==> src/rtl/error_log_writer.sv <==
// error_log_writer: pops error records from the FIFO and writes them into a circular memory log.
// Define ERROR_LOG_TIMESTAMP_EN to append a 64-bit cycle timestamp word after each record.
module error_log_writer #(
    parameter int AW = 32,
    parameter int DL = 8
) (
    input  logic          CLK,
    input  logic          RESET,
    input  logic          VALID,
    input  logic [63:0]   ECD,
    output logic          ERD,
    input  logic          ENA,
    input  logic [AW-1:0] LOG_BASE,
    input  logic [DL-1:0] LOG_RIDX,
    output logic [DL-1:0] WIDX,
    output logic          ACT,
    input  logic          NEXT,
    output logic [AW-1:0] ADDR,
    output logic [63:0]   DATA,
    output logic          IRQ,
    input  logic          IACK,
    output logic          OVF,
    input  logic          OVFCLR,
    output logic [15:0]   DROPCNT
);
`ifdef ERROR_LOG_TIMESTAMP_EN
    localparam int NEED = 2;
`else
    localparam int NEED = 1;
`endif
    typedef enum logic [1:0] {IDLE, WRITE, TSWR} state_t;
    state_t state;
    logic [DL-1:0] free;
    logic room;
    // one slot is always left empty so a full ring is distinguishable from an empty one
    assign free = LOG_RIDX - WIDX - DL'(1);
    assign room = {1'b0, free} >= (DL+1)'(NEED);
    assign ERD = (state == IDLE) & ENA & VALID & ~RESET;
`ifdef ERROR_LOG_TIMESTAMP_EN
    logic [63:0] ts, ts_q;
    logic [AW-1:0] base_q;
    always_ff @(posedge CLK or posedge RESET) begin
        if (RESET) begin
            ts <= '0;
            ts_q <= '0;
            base_q <= '0;
        end else begin
            ts <= ts + 64'd1;
            if (ERD && room) begin
                ts_q <= ts;
                base_q <= LOG_BASE;
            end
        end
    end
`endif
    always_ff @(posedge CLK or posedge RESET) begin
        if (RESET) begin
            state <= IDLE;
            ACT <= 1'b0;
            ADDR <= '0;
            DATA <= '0;
            WIDX <= '0;
            IRQ <= 1'b0;
            OVF <= 1'b0;
            DROPCNT <= '0;
        end else begin
            // clears first so a coincident set below takes priority
            if (IACK) IRQ <= 1'b0;
            if (OVFCLR) OVF <= 1'b0;
            case (state)
                IDLE: if (ERD) begin
                    if (room) begin
                        DATA <= ECD;
                        ADDR <= LOG_BASE + AW'(WIDX);
                        ACT <= 1'b1;
                        state <= WRITE;
                    end else begin
                        OVF <= 1'b1;
                        DROPCNT <= (DROPCNT == 16'hFFFF) ? DROPCNT : DROPCNT + 16'd1;
                    end
                end
                WRITE: if (NEXT) begin
                    WIDX <= WIDX + DL'(1);
`ifdef ERROR_LOG_TIMESTAMP_EN
                    ADDR <= base_q + AW'(WIDX + DL'(1));
                    DATA <= ts_q;
                    state <= TSWR;
`else
                    IRQ <= 1'b1;
                    ACT <= 1'b0;
                    state <= IDLE;
`endif
                end
                TSWR: if (NEXT) begin
                    WIDX <= WIDX + DL'(1);
                    IRQ <= 1'b1;
                    ACT <= 1'b0;
                    state <= IDLE;
                end
                default: state <= IDLE;
            endcase
        end
    end
endmodule

==> config.mk <==
export PLATFORM = sky130hd
export DESIGN_NAME = error_log_writer
export DESIGN_NICKNAME = d
export VERILOG_FILES = /design/src/rtl/error_log_writer.sv
export SDC_FILE = /design/constraint.sdc
export NUM_CORES = 1
export LEC_CHECK = 0
export BUFFER_PORTS_ARGS = -buffer_cell sky130_fd_sc_hd__buf_4
export CORE_MARGIN = 1.5
export CORE_UTILIZATION = 27
export CTS_CLUSTER_SIZE = 30
export DETAILED_ROUTE_END_ITERATION = 8
export PLACE_DENSITY = 0.49
export SETUP_SLACK_MARGIN = 0.2
export SLEW_MARGIN = 0
export SYNTH_ARGS = -nofsm -noshare
export SYNTH_HDL_FRONTEND = slang
export SYNTH_SLANG_ARGS = --single-unit
export TNS_END_PERCENT = 5
==> constraint.sdc <==
create_clock -name CLK -period 4.59 [get_ports CLK]
set_input_delay 0.2295 -clock CLK [delete_from_list [all_inputs] [get_ports CLK]]
set_output_delay 0.2295 -clock CLK [all_outputs]
set_load 0.01 [all_outputs]
==> impl_metrics.env <==
export IMPL_syn_to_final_growth_pct=44.9
export IMPL_holdBufCountCts=1
export IMPL_die_area_sq_um=22700
export IMPL_p_int_mw=2.79
export IMPL_via_per_inst=4.37
export IMPL_ys_ff_latch=123
export IMPL_fin_crit_sh_pct=78.3
export IMPL_ys_flop_type="dfrtp_1"
export IMPL_drc_errors=0
export IMPL_netlist_area_sq_um=5880
export IMPL_critPathBufInv=3
export IMPL_ys_types=49
export IMPL_slew_viol_final=0
export IMPL_dpl_hpwl_mm=11.7
export IMPL_leakage_nw=4.06
export IMPL_syn_nets=635
export IMPL_grt_overflow_total=0
export IMPL_ys_seq_area_share_pct=52.3
export IMPL_synth_edff_count=0
export IMPL_drive_above_1_share_pct=37.5
export IMPL_crit_family="simple AND/OR/NAND/NOR gates"
export IMPL_die_h_um=151
export IMPL_synthCells=505
export IMPL_cpMostUsedCell="inv_1"
export IMPL_cts_made_buffers=17
export IMPL_async_reset_ff_share_pct=100
export IMPL_tns_ns=0
export IMPL_rsz0062_at_grt="false"
export IMPL_antenna_found_initial=0
export IMPL_antennaDiodeCount=0
export IMPL_placedCellCount=1001
export IMPL_worst_setup_path_start_kind="flop"
export IMPL_avgSynthCellArea_sq_um=11.6
export IMPL_cts_setup_buffers=0
export IMPL_clock_latency_ns=0.41
export IMPL_path_clk_slew_ns=0.06
export IMPL_status="completed"
export IMPL_dr_pass1_iters=6
export IMPL_ant_nets=0
export IMPL_critPathCaptureType="flop"
export IMPL_portBuffers=234
export IMPL_ir_drop_v=0.000244
export IMPL_fin_skew_ns=0.00814
export IMPL_globalRouteTotalUtil_pct=14.1
export IMPL_min_path_type="primary input to flop"
export IMPL_nets=876
export IMPL_synth_area_leaders="dfrtp_1, mux2_1, xnor2_1"
export IMPL_required_ns=4.87
export IMPL_crit_chain="inv_1, ha_1, inv_1, fa_1, nand2b_1, a221o_1, or4b_4, o31ai_4, buf_12, mux2_1"
export IMPL_max_freq_mhz=278
export IMPL_timing_final_hold_violations=0
export IMPL_initial_core_util_pct=27.7
export IMPL_fin_area_sq_um=8520
export IMPL_cts_tree="done"
export IMPL_finalNonFillerCells=1034
export IMPL_cts_root_buffer="clkbuf_16"
export IMPL_synth_top_area_share_pct=52.3
export IMPL_layout_commonest_cell="buf_4"
export IMPL_slowest_stage="or4b_4"
export IMPL_p_clk_share_pct=32.7
export IMPL_io_pins=235
export IMPL_clock_sinks=123
export IMPL_wl_per_cell_um=15.2
export IMPL_drt_initial_drc_count=134
export IMPL_maxCapViolCount=0
export IMPL_grt_max_degree=129
export IMPL_crit_path_max_incr_delay_ns=0.58
export IMPL_row_count=53
export IMPL_cts_buffer_depth=2
export IMPL_die_w_um=151
export IMPL_p_per_area_nw_per_um2=483
export IMPL_ys_warnings_count=0
export IMPL_grt_pass1_vias=4736
export IMPL_vias=4514
export IMPL_grt_pass1_wl_mm=24.8
export IMPL_multi_input_area_sq_um=2600
export IMPL_cts_max_level=4
export IMPL_path_class="flop to flop"
export IMPL_nFillCells=2077
export IMPL_p_switching_mw=1.32
export IMPL_maxSlewHeadroom_pct=42.5
export IMPL_finalSetupViolCount=0
export IMPL_crit_fanout=128
export IMPL_placed_cell_area_sq_um=7920
export IMPL_routabilityCongestion=0.802
export IMPL_wl_mm=15.7
export IMPL_post_cts_resized=0
export IMPL_worstPathArrival_ns=3.88
export IMPL_yosys_area_top_type="dfrtp_1"
export IMPL_period_minus_slack_ns=3.59
export IMPL_core_area_sq_um=21200
export IMPL_swShare_pct=32.1
export IMPL_mostFrequentLayoutCells="buf_4, dfrtp_1, mux2_1"
export IMPL_seq_power_share_pct=36.2
export IMPL_seqCellArea_sq_um=3080
export IMPL_power_frac_comb_pct=31.1
export IMPL_tightest_slew_ns=0.862
[metrics by stage]
step / hold slack [ns] / utilization (%) / power [mW] / setup slack (ns)
final: 0.0260 / 40.2 / 4.11 / 0.998
after global routing: 0.0163 / 40.2 / 4.38 / 0.880
after floorplan: 0.310 / - / 2.15 / 0.953
after CTS: 0.00854 / 40.2 / 4.20 / 1.04
after global placement: 0.414 / 37.3 / 2.77 / 1.12
after detailed placement: 0.415 / 37.3 / 2.81 / 1.04
[power by group through the flow]
stage               logic [mW]  clock network, mW  registers (mW)
global route              1.41               1.45            1.52
CTS                       1.30               1.40            1.49
finish                    1.28               1.35            1.49
global placement          1.27                  0            1.50
floorplan                0.549                  0            1.60
detailed placement        1.30                  0            1.51
[state kept, by name (all words and copies together), names as in the netlist]
name and count:
DATA 64, ADDR 32, DROPCNT 16, WIDX 8
ACT 1, IRQ 1, OVF 1
[per-layer routing]
layer	wire length (um)	GRT usage (%)	vias up	share of wire [%]
li1	-	-	2237	-
met1	6800	17.1	2110	43
met2	7470	23.8	158	48
met3	1270	4.48	9	8.1
met4	164	4.32	0	1.0
met5	0	0	-	0
[cell type report]
cell class,count,area share [%]
clock buffer,18,5.04
timing repair buffer,239,21.2
clock inverter,14,1.89
inverter,26,1.19
multi-input combinational,339,30.5
sequential,123,36.1
tap,275,4.04
[cell families after synthesis]
group	synth area share [%]
and+or+nand+nor	11.3
DFF	52.3
AOI/OAI and AO/OA	7.68
muxes	12.8
xor gates and xnor gates	7.89
buffers and inverters	3.64
adders and majority gates	4.30
[cell usage after synthesis (2+ instances only)]
| cell type | instances |
|---|---|
| dfrtp_1 | 123 |
| mux2_1 | 66 |
| nand2_1 | 44 |
| o21ai_1 | 32 |
| xnor2_1 | 32 |
| inv_1 | 26 |
| nor2_1 | 22 |
| xor2_1 | 21 |
| ha_1 | 17 |
| nand3_1 | 14 |
| a21oi_1 | 9 |
| buf_4 | 9 |
| nor3_1 | 9 |
| nand4_1 | 8 |
| a21o_1 | 6 |
| nor3_2 | 6 |
| nor4_1 | 5 |
| nand2b_1 | 4 |
| nor2b_1 | 4 |
| o21a_1 | 4 |
| o21ai_0 | 4 |
| buf_2 | 3 |
| clkbuf_1 | 3 |
| and3_1 | 2 |
| and4_1 | 2 |
| buf_6 | 2 |
| fa_1 | 2 |
| nor4_2 | 2 |
| o31ai_1 | 2 |
| or2_2 | 2 |
| or3_1 | 2 |
[path summary, 6_finish.rpt]
| kind | cells after the start | endpoint | from | slack [ns] |
|---|---|---|---|---|
| max | 10 | DATA[59] | WIDX[0] | 1.0 |
| min | 2 | DATA[0] | ECD[0] | 0.03 |
| max reg2reg | 10 | DATA[59] | WIDX[0] | 1.0 |
| min reg2reg | 2 | ADDR[14] | ADDR[14] | 0.48 |
| max in group asynchronous | 4 | WIDX[6] | RESET | 3.10 |
| min in group asynchronous | 3 | DROPCNT[1] | RESET | 0.10 |
[worst reg2reg max path, stage by stage (launching register included)]
cell	delay, ns
dfrtp_1	0.42
inv_1	0.11
ha_1	0.17
inv_1	0.06
fa_1	0.38
nand2b_1	0.18
a221o_1	0.30
or4b_4	0.58
o31ai_4	0.28
buf_12	0.41
mux2_1	0.59
No activity file was read; power rests on OpenSTA's default activity.
